$ cat src/rtl/hazard_pkg.sv
// Shared types and constants for the pipeline hazard controller.
//   fwd_sel_t       : execute-stage forwarding mux select
//   mem_state_t     : data-memory miss sequencer state
//   RESULT_SRC_LOAD : ResultSrcE encoding of a load
package hazard_pkg;

  typedef enum logic [1:0] {
    FWD_RF = 2'b00,  // operand from register file
    FWD_W  = 2'b01,  // operand from writeback result
    FWD_M  = 2'b10   // operand from memory-stage ALU result
  } fwd_sel_t;

  typedef enum logic {
    RUN      = 1'b0,
    MEM_WAIT = 1'b1
  } mem_state_t;

  localparam logic [1:0] RESULT_SRC_LOAD = 2'b01;

endpackage

$ cat src/rtl/hazard_fwd_unit.sv
// Execute-stage forwarding compare (pure combinational).
// Ports:
//   Rs1E, Rs2E            : source registers in execute
//   RdM, RdW              : destination registers in memory / writeback
//   RegWriteM, RegWriteW  : register write enables in memory / writeback
//   ForwardAE, ForwardBE  : operand A / B mux selects (00 RF, 10 M, 01 W)
module hazard_fwd_unit
  import hazard_pkg::*;
#(
  parameter int unsigned ADDR_WIDTH = 5
) (
  input  logic [ADDR_WIDTH-1:0] Rs1E,
  input  logic [ADDR_WIDTH-1:0] Rs2E,
  input  logic [ADDR_WIDTH-1:0] RdM,
  input  logic [ADDR_WIDTH-1:0] RdW,
  input  logic                  RegWriteM,
  input  logic                  RegWriteW,
  output logic [1:0]            ForwardAE,
  output logic [1:0]            ForwardBE
);

  // Memory stage holds the younger result, so it wins over writeback.
  // x0 is hard-wired zero and is never forwarded.
  function automatic fwd_sel_t fwd_pick(input logic [ADDR_WIDTH-1:0] rs);
    fwd_sel_t sel;
    sel = FWD_RF;
    if (rs != '0) begin
      if (RegWriteM && (RdM == rs)) begin
        sel = FWD_M;
      end else if (RegWriteW && (RdW == rs)) begin
        sel = FWD_W;
      end
    end
    return sel;
  endfunction

  always_comb begin
    ForwardAE = fwd_pick(Rs1E);
    ForwardBE = fwd_pick(Rs2E);
  end

endmodule

$ cat src/rtl/hazard_ctrl.sv
// Central hazard and stall scheduler for the 5-stage core.
// Drives stage-register stall/flush controls and the execute forwarding muxes,
// and sequences data-memory miss stalls with a timeout watchdog.
// Ports:
//   clk, rst_n                    : clock, asynchronous active-low reset
//   Rs1D, Rs2D                    : decode source registers
//   Rs1E, Rs2E, RdE               : execute source / destination registers
//   RdM, RdW                      : memory / writeback destination registers
//   ResultSrcE                    : execute result select (01 = load)
//   RegWriteM, RegWriteW          : register write enables in M / W
//   PCSrcE                        : taken branch/jump resolved in execute
//   MemReqM, MemAckM              : memory-stage access request / completion
//   ForwardAE, ForwardBE          : forwarding selects
//   StallF/D/E/M                  : hold the stage register
//   FlushD/E/W                    : synchronous clear of the stage register
//   MemTimeoutErr                 : sticky miss-timeout flag
// Optional build macro HAZARD_PERF_CNT_EN adds saturating performance counters:
//   StallCycles, LoadUseCount, FlushCount (CNT_WIDTH bits each).
module hazard_ctrl
  import hazard_pkg::*;
#(
  parameter int unsigned ADDR_WIDTH  = 5,
  parameter int unsigned MEM_TIMEOUT = 64,
  parameter int unsigned CNT_WIDTH   = 32
) (
  input  logic                  clk,
  input  logic                  rst_n,
  input  logic [ADDR_WIDTH-1:0] Rs1D,
  input  logic [ADDR_WIDTH-1:0] Rs2D,
  input  logic [ADDR_WIDTH-1:0] Rs1E,
  input  logic [ADDR_WIDTH-1:0] Rs2E,
  input  logic [ADDR_WIDTH-1:0] RdE,
  input  logic [ADDR_WIDTH-1:0] RdM,
  input  logic [ADDR_WIDTH-1:0] RdW,
  input  logic [1:0]            ResultSrcE,
  input  logic                  RegWriteM,
  input  logic                  RegWriteW,
  input  logic                  PCSrcE,
  input  logic                  MemReqM,
  input  logic                  MemAckM,
  output logic [1:0]            ForwardAE,
  output logic [1:0]            ForwardBE,
  output logic                  StallF,
  output logic                  StallD,
  output logic                  StallE,
  output logic                  StallM,
  output logic                  FlushD,
  output logic                  FlushE,
  output logic                  FlushW,
`ifdef HAZARD_PERF_CNT_EN
  output logic [CNT_WIDTH-1:0]  StallCycles,
  output logic [CNT_WIDTH-1:0]  LoadUseCount,
  output logic [CNT_WIDTH-1:0]  FlushCount,
`endif
  output logic                  MemTimeoutErr
);

  localparam int unsigned WaitCntWidth = $clog2(MEM_TIMEOUT + 1);
  localparam logic [WaitCntWidth-1:0] WaitCntMax = WaitCntWidth'(MEM_TIMEOUT);

  // Elaboration-time parameter sanity checks.
  if (MEM_TIMEOUT < 2) begin : g_bad_timeout
    $error("hazard_ctrl: MEM_TIMEOUT must be >= 2");
  end
  if (CNT_WIDTH < 1) begin : g_bad_cnt_width
    $error("hazard_ctrl: CNT_WIDTH must be >= 1");
  end

  mem_state_t               state_q;
  logic [WaitCntWidth-1:0]  wait_cnt_q;
  logic                     err_q;

  logic       lw_stall;
  logic       mem_stall;
  logic [1:0] fwd_a;
  logic [1:0] fwd_b;

  hazard_fwd_unit #(
    .ADDR_WIDTH (ADDR_WIDTH)
  ) u_fwd (
    .Rs1E      (Rs1E),
    .Rs2E      (Rs2E),
    .RdM       (RdM),
    .RdW       (RdW),
    .RegWriteM (RegWriteM),
    .RegWriteW (RegWriteW),
    .ForwardAE (fwd_a),
    .ForwardBE (fwd_b)
  );

  always_comb begin
    lw_stall = (ResultSrcE == RESULT_SRC_LOAD) && (RdE != '0) &&
               ((RdE == Rs1D) || (RdE == Rs2D));
    // Mealy: the miss stall asserts in the same cycle the request misses and
    // drops in the same cycle the ack arrives.
    mem_stall = ((state_q == RUN) && MemReqM && !MemAckM) ||
                ((state_q == MEM_WAIT) && !MemAckM);
  end

  // While in reset the pipeline is held cleared, regardless of inputs.
  always_comb begin
    ForwardAE = FWD_RF;
    ForwardBE = FWD_RF;
    StallF    = 1'b0;
    StallD    = 1'b0;
    StallE    = 1'b0;
    StallM    = 1'b0;
    FlushD    = 1'b1;
    FlushE    = 1'b1;
    FlushW    = 1'b1;
    if (rst_n) begin
      ForwardAE = fwd_a;
      ForwardBE = fwd_b;
      if (mem_stall) begin
        // Whole pipe freezes; a pending redirect is re-evaluated after release.
        StallF = 1'b1;
        StallD = 1'b1;
        StallE = 1'b1;
        StallM = 1'b1;
        FlushD = 1'b0;
        FlushE = 1'b0;
        FlushW = 1'b1;
      end else begin
        StallF = lw_stall;
        StallD = lw_stall;
        FlushE = lw_stall | PCSrcE;
        FlushD = PCSrcE;
        FlushW = 1'b0;
      end
    end
  end

  assign MemTimeoutErr = err_q;

  // Miss sequencer with saturating wait counter and sticky timeout flag.
  always_ff @(posedge clk or negedge rst_n) begin
    if (!rst_n) begin
      state_q    <= RUN;
      wait_cnt_q <= '0;
      err_q      <= 1'b0;
    end else begin
      if ((state_q == MEM_WAIT) && (wait_cnt_q == WaitCntMax)) begin
        err_q <= 1'b1;
      end
      unique case (state_q)
        RUN: begin
          if (MemReqM && !MemAckM) begin
            state_q    <= MEM_WAIT;
            wait_cnt_q <= WaitCntWidth'(1);
          end
        end
        MEM_WAIT: begin
          if (MemAckM) begin
            state_q    <= RUN;
            wait_cnt_q <= '0;
          end else if (wait_cnt_q != WaitCntMax) begin
            wait_cnt_q <= wait_cnt_q + WaitCntWidth'(1);
          end
        end
        default: begin
          state_q    <= RUN;
          wait_cnt_q <= '0;
        end
      endcase
    end
  end

`ifdef HAZARD_PERF_CNT_EN
  logic [CNT_WIDTH-1:0] stall_cycles_q;
  logic [CNT_WIDTH-1:0] load_use_q;
  logic [CNT_WIDTH-1:0] flush_cnt_q;

  always_ff @(posedge clk or negedge rst_n) begin
    if (!rst_n) begin
      stall_cycles_q <= '0;
      load_use_q     <= '0;
      flush_cnt_q    <= '0;
    end else begin
      if (mem_stall && (stall_cycles_q != '1)) begin
        stall_cycles_q <= stall_cycles_q + CNT_WIDTH'(1);
      end
      if (lw_stall && !mem_stall && (load_use_q != '1)) begin
        load_use_q <= load_use_q + CNT_WIDTH'(1);
      end
      if (PCSrcE && !mem_stall && (flush_cnt_q != '1)) begin
        flush_cnt_q <= flush_cnt_q + CNT_WIDTH'(1);
      end
    end
  end

  assign StallCycles  = stall_cycles_q;
  assign LoadUseCount = load_use_q;
  assign FlushCount   = flush_cnt_q;
`endif

endmodule

$ cat config.mk
export PLATFORM = sky130hd
export DESIGN_NAME = hazard_ctrl
export DESIGN_NICKNAME = d
export VERILOG_FILES = /design/src/rtl/hazard_pkg.sv /design/src/rtl/hazard_fwd_unit.sv /design/src/rtl/hazard_ctrl.sv
export SDC_FILE = /design/constraint.sdc
export NUM_CORES = 1
export LEC_CHECK = 0
export BUFFER_PORTS_ARGS = -buffer_cell sky130_fd_sc_hd__buf_2
export CAP_MARGIN = 20
export CORE_MARGIN = 1
export CORE_UTILIZATION = 45
export CTS_BUF_LIST = sky130_fd_sc_hd__clkbuf_4
export DETAILED_ROUTE_END_ITERATION = 7
export PLACE_DENSITY = 0.93
export SLEW_MARGIN = 20
export SYNTH_ARGS = -nofsm -noshare
export SYNTH_HDL_FRONTEND = slang
export SYNTH_HIERARCHICAL = 1
export SYNTH_SLANG_ARGS = --single-unit
$ cat constraint.sdc
create_clock -name clk -period 1.8 [get_ports clk]
set_input_delay 0 -clock clk [delete_from_list [all_inputs] [get_ports clk]]
set_output_delay 0 -clock clk [all_outputs]
set_load 0.03 [all_outputs]
# [Word level (Yosys, flattened, before mapping)]
# Index checks and enable logic that the tools add are counted.
[totals] register_bits=9 out_inout_bits=12 elab_cells=59
[op_classes] add_sub_neg=1 eq_ne=11 muxes=24 bitwise=2 reduce_logical=18
[ops] operator="== test 5 bit" count=6
[ops] operator="two-way mux 7 bit" count=3
[ops] operator="nonzero test 5 bit" count=3
[ops] operator="case mux 7 bit (2 select lines)" count=1
[ops] operator="two-way mux 1 bit" count=13
[ops] operator="two-way mux 2 bit" count=6
[ops] operator="logical AND 1 bit" count=11
[ops] operator="adder 7 x 1 -> 7 bit, second input constant" count=1
[ops] operator="== test 7 bit, second input constant" count=1
[ops] operator="!= test 7 bit, second input constant" count=1
[ops] operator="!= test 3 x 2 -> 1 bit, second input constant" count=1
[ops] operator="== test 2 x 1 -> 1 bit, second input constant" count=1
[ops] operator="logical OR 1 bit" count=2
[ops] operator="!= test 2 x 1 -> 1 bit, second input constant" count=1
[ops] operator="case mux 1 bit (2 select lines)" count=1
[ops] operator="AND reduction 2 bit" count=1
[ops] operator="logical NOT 1 bit" count=1
[ops] operator="inverter 1 bit" count=1
[ops] operator="OR 1 bit" count=1

# [Logic depth before layout (Yosys ltp)]
[depth] ltp_word=6 depth_mapped=7

# [Hierarchy]
# Netlist, hierarchy kept.
[modules_own_cells] mod="hazard_ctrl" instances=1 cells_per_inst=82 area_each_um2=695.7
[modules_own_cells] mod="hazard_fwd_unit" instances=1 cells_per_inst=36 area_each_um2=265.3

# [Worst setup path before layout]
# OpenSTA, ideal clock, no wires.
[synth_path] kind="register to output" from="register state_q" to="output FlushE" t_arrival_ps=1965 required_time_ps=1800 setup_slack_ps=-165 stages_incl_launch_ff=6 cell_sequence="dfrtp_1 -> buf_2 -> nor2_1 -> or2_2 -> nand3b_1 -> o311ai_0"
[synth_via] elab_chain_len=6 word_cells_on_any_way=7 cone_classes="mux (2); bitwise (1); reduce/logical (4)"
[synth_rtl] element="start: declaration" line="hazard_ctrl.sv:69" text="mem_state_t state_q;"
[synth_rtl] element="start signal: assignment" line="hazard_ctrl.sv:138" text="state_q <= RUN;"
[synth_rtl] element="start signal: assignment" line="hazard_ctrl.sv:148" text="state_q <= MEM_WAIT;"
[synth_rtl] element="start signal: assignment" line="hazard_ctrl.sv:154" text="state_q <= RUN;"
[synth_rtl] element="inverter 1 bit"
[synth_rtl] element="logical AND 1 bit (2 in series)" line="hazard_ctrl.sv:96" text="mem_stall = ((state_q == RUN) && MemReqM && !MemAckM) ||"
[synth_rtl] element="logical OR 1 bit (*)" line="hazard_ctrl.sv:96"
[synth_rtl] element="two-way mux 1 bit (*)" line="hazard_ctrl.sv:114" text="if (mem_stall) begin"
[synth_rtl] element="two-way mux 1 bit (*)" line="hazard_ctrl.sv:111" text="if (rst_n) begin"
[synth_rtl] element="end: declaration" line="hazard_ctrl.sv:48" text="output logic FlushE,"
# Mark *: on every way between the ends. The rest lies on a longest branch, timed or not.

# [Worst setup path after layout]
[layout_path] from="register state_q" to="output StallF"
[layout_via] elab_chain_len=6 word_cells_on_any_way=7 cone_classes="mux (2); bitwise (1); reduce/logical (4)"
[layout_rtl] element="inverter 1 bit"
[layout_rtl] element="logical AND 1 bit (2 in series)" line="hazard_ctrl.sv:96"
[layout_rtl] element="logical OR 1 bit (*)" line="hazard_ctrl.sv:96"
[layout_rtl] element="two-way mux 1 bit (*)" line="hazard_ctrl.sv:114"
[layout_rtl] element="two-way mux 1 bit (*)" line="hazard_ctrl.sv:111"
[layout_rtl] element="end: declaration" line="hazard_ctrl.sv:43" text="output logic StallF,"
# Marks and branches as above.

==> impl_metrics.toml <==
[timing]
rsz0062_at_grt = "no"
skew_ns = 0.00115
tns_ns = 0
hold_violations = 0
setup_viol_count_final = 0
timing.final.crit_period_ns = 1.62
slew_headroom_pct = 73.3
worst_slew_pin_slew_ns = 0.396
fmax_mhz = 617
slew_viol_final = 0
finalCritPeriodShare_pct = 90.1

[floorplanning]
design.core.area_sq_mm = 0.00198
die-height_um = 48.2
rows = 16
die_area_sq_mm = 0.00232
boundaryPins = 56
die_w_um = 48.2
start_util_pct = 48.5

[drt]
dr_total_vias = 1061
drc_errors = 0
first_iter_violations = 16
antenna_left = 0
wire_per_inst_um = 12.3
via_per_inst = 5.23
drtPass1Iterations = 4
routed_wirelength_mm = 2.49

[global_routing]
antenna_found_initial = 0
grt_util_all_layers_pct = 23.5
grt_max_degree = 19
grt_pass1_vias = 907
grt_pass1_wl_mm = 3.72
gr-total-overflow = 0

[setup_path]
cp.required_ns = 1.80
r2r_start = "wait_cnt_q[3]"
r2r_end = "wait_cnt_q[0]"
cp-start-kind = "register"
r2r_cells = 4
crit_fanout = 12
crit_type = "reg -> out"
arrival_ns = 1.62
r2r_setup_slack_ns = 0.35
startpoint = "state_q"
endpoint = "StallF"
cp-end-kind = "primary output"

[placement]
gp_congestion = 0.923
port_buffers = 55
dp.cells = 197
hpwl_mm = 2.11

[job]
cap_viol_max_count = 0

[layout]
fillers = 162
drive_gt1_share_pct = 35.8
area_growth_syn_to_layout_pct = 36.2
layout.cells.non_filler = 203
num_antenna_cells = 0
fin_nets = 223

[synth]
seq_area_frac_synth_pct = 23.4
yosysMostFrequentCell = "xor2_1"
synth_flop_cell = "dfrtp_1"
syn_inst = 118
yosys-top-cells-count = "xor2_1, xnor2_1, nand2_1"
synthArstFlopShare_pct = 100
synth_warnings = 6
ys_seq_elements = 9
syn_area_per_cell_sq_um = 8.14
synth_edf_count = 0
synth_fp_nets = 164
yosys-top-cells-area = "dfrtp_1, xor2_1, xnor2_1"
syn_area_sq_um = 961
synth_top_area_cell = "dfrtp_1"
synth_top_area_share_pct = 23.4
synth_cell_type_count = 35

[clock_network]
path_clk_slew_ns = 0.06
cts_tree = "yes"
cts_buffer_depth = 2
htree_levels = 1
clk_latency_ns = 0.27
cts_setup_buffers = 0
cts_buffers = 3
clock_sinks = 9
cts_root_buf = "clkbuf_4"

[outcome]
status = "finished, final reports clean"

[pwr]
pwr_density_cell_mw_per_mm2 = 493
ir_drop_v = 0.000499
total_power_w = 0.000645
leakage_nw = 0.654

[hold_path]
hp-class = "in -> async"
-- layout make-up --
class	instances	area, sq um	area share (%)
clock buffer	4	30.0	2.29
inverter	4	15.0	1.15
multi-input combinational	102	708	54.1
sequential	9	226	17.3
tap	27	33.8	2.58
timing repair buffer	57	295	22.6
-- worst min-delay path by stage --
stage / cells past startpoint / startpoint / endpoint
after detailed placement: 1 / rst_n / wait_cnt_q[6]
final: 2 / rst_n / wait_cnt_q[6]
after CTS: 2 / rst_n / wait_cnt_q[2]
after floorplan: 0 / rst_n / MemTimeoutErr
after global routing: 2 / rst_n / wait_cnt_q[2]
after global placement: 1 / rst_n / MemTimeoutErr
-- sequential cells by signal (all words and copies together), names as in the netlist --
| register | cells |
|---|---|
| MemTimeoutErr | 1 |
| state_q | 1 |
| wait_cnt_q | 7 |
-- placed cells by master (no fill, tap or decap), types with 2 or more instances in the layout --
master	n
a21oi_1	3
and2_1	4
buf_2	55
clkbuf_4	4
dfrtp_1	8
dlygate4sd3_1	2
ha_1	2
inv_1	4
nand2_1	11
nand3_1	3
nand4_1	2
nor2_1	10
nor2b_1	3
nor3_1	2
nor4_1	3
nor4b_1	2
o2111ai_1	2
o21ai_0	4
or3_1	2
or4_1	3
xnor2_1	12
xor2_1	20
-- cell families after synthesis --
kind of cell / synth area share (%)
and+or+nand+nor: 27.9
xor gates and xnor gates: 29.2
AOI/OAI and AO/OA: 12.2
DFF: 23.4
buffers and inverters: 3.64
adders and majority gates: 2.60
muxes: 1.04
-- metrics by stage --
stage                     setup slack [ns]  instance area, sq um  hold slack [ns]  utilization (%)
final                                0.179                  1310            0.161             66.0
after global routing                0.0758                  1310            0.181             66.0
after floorplan                      0.195                   968           -0.296                -
after CTS                           0.0939                  1310            0.182             66.0
after global placement               0.437                  1260          -0.0873             63.4
after detailed placement             0.379                  1260          -0.0875             63.4
-- critical path, cell delays in order (launching register included) --
cell and delay, ns:
dfrtp_2 0.46, nor2_1 0.07, or2_2 0.31, inv_1 0.08, nand2_1 0.08, o41ai_2 0.09
buf_2 0.26
-- power breakdown --
group / leakage (nW) / switching [W] / internal, W
Sequential: 0.120 / 0.0000165 / 0.000213
Clock: 0.0184 / 0.0000724 / 0.000101
Combinational: 0.515 / 0.000130 / 0.000112
-- per-layer routing --
metal	up-vias	global-route usage (%)	share of wire, %
li1	531	-	-
met1	485	28.4	42
met2	41	38.9	51
met3	4	5.56	5.3
met4	0	11.1	1.8
met5	-	0	0
-- repair_timing --
item                                   CTS  global route
endpoints found under the hold margin   10             0
setup endpoints to repair                0             2
hold buffers                             2             0
gates resized for setup                  0             1
Power figures use the tool's default switching activity.
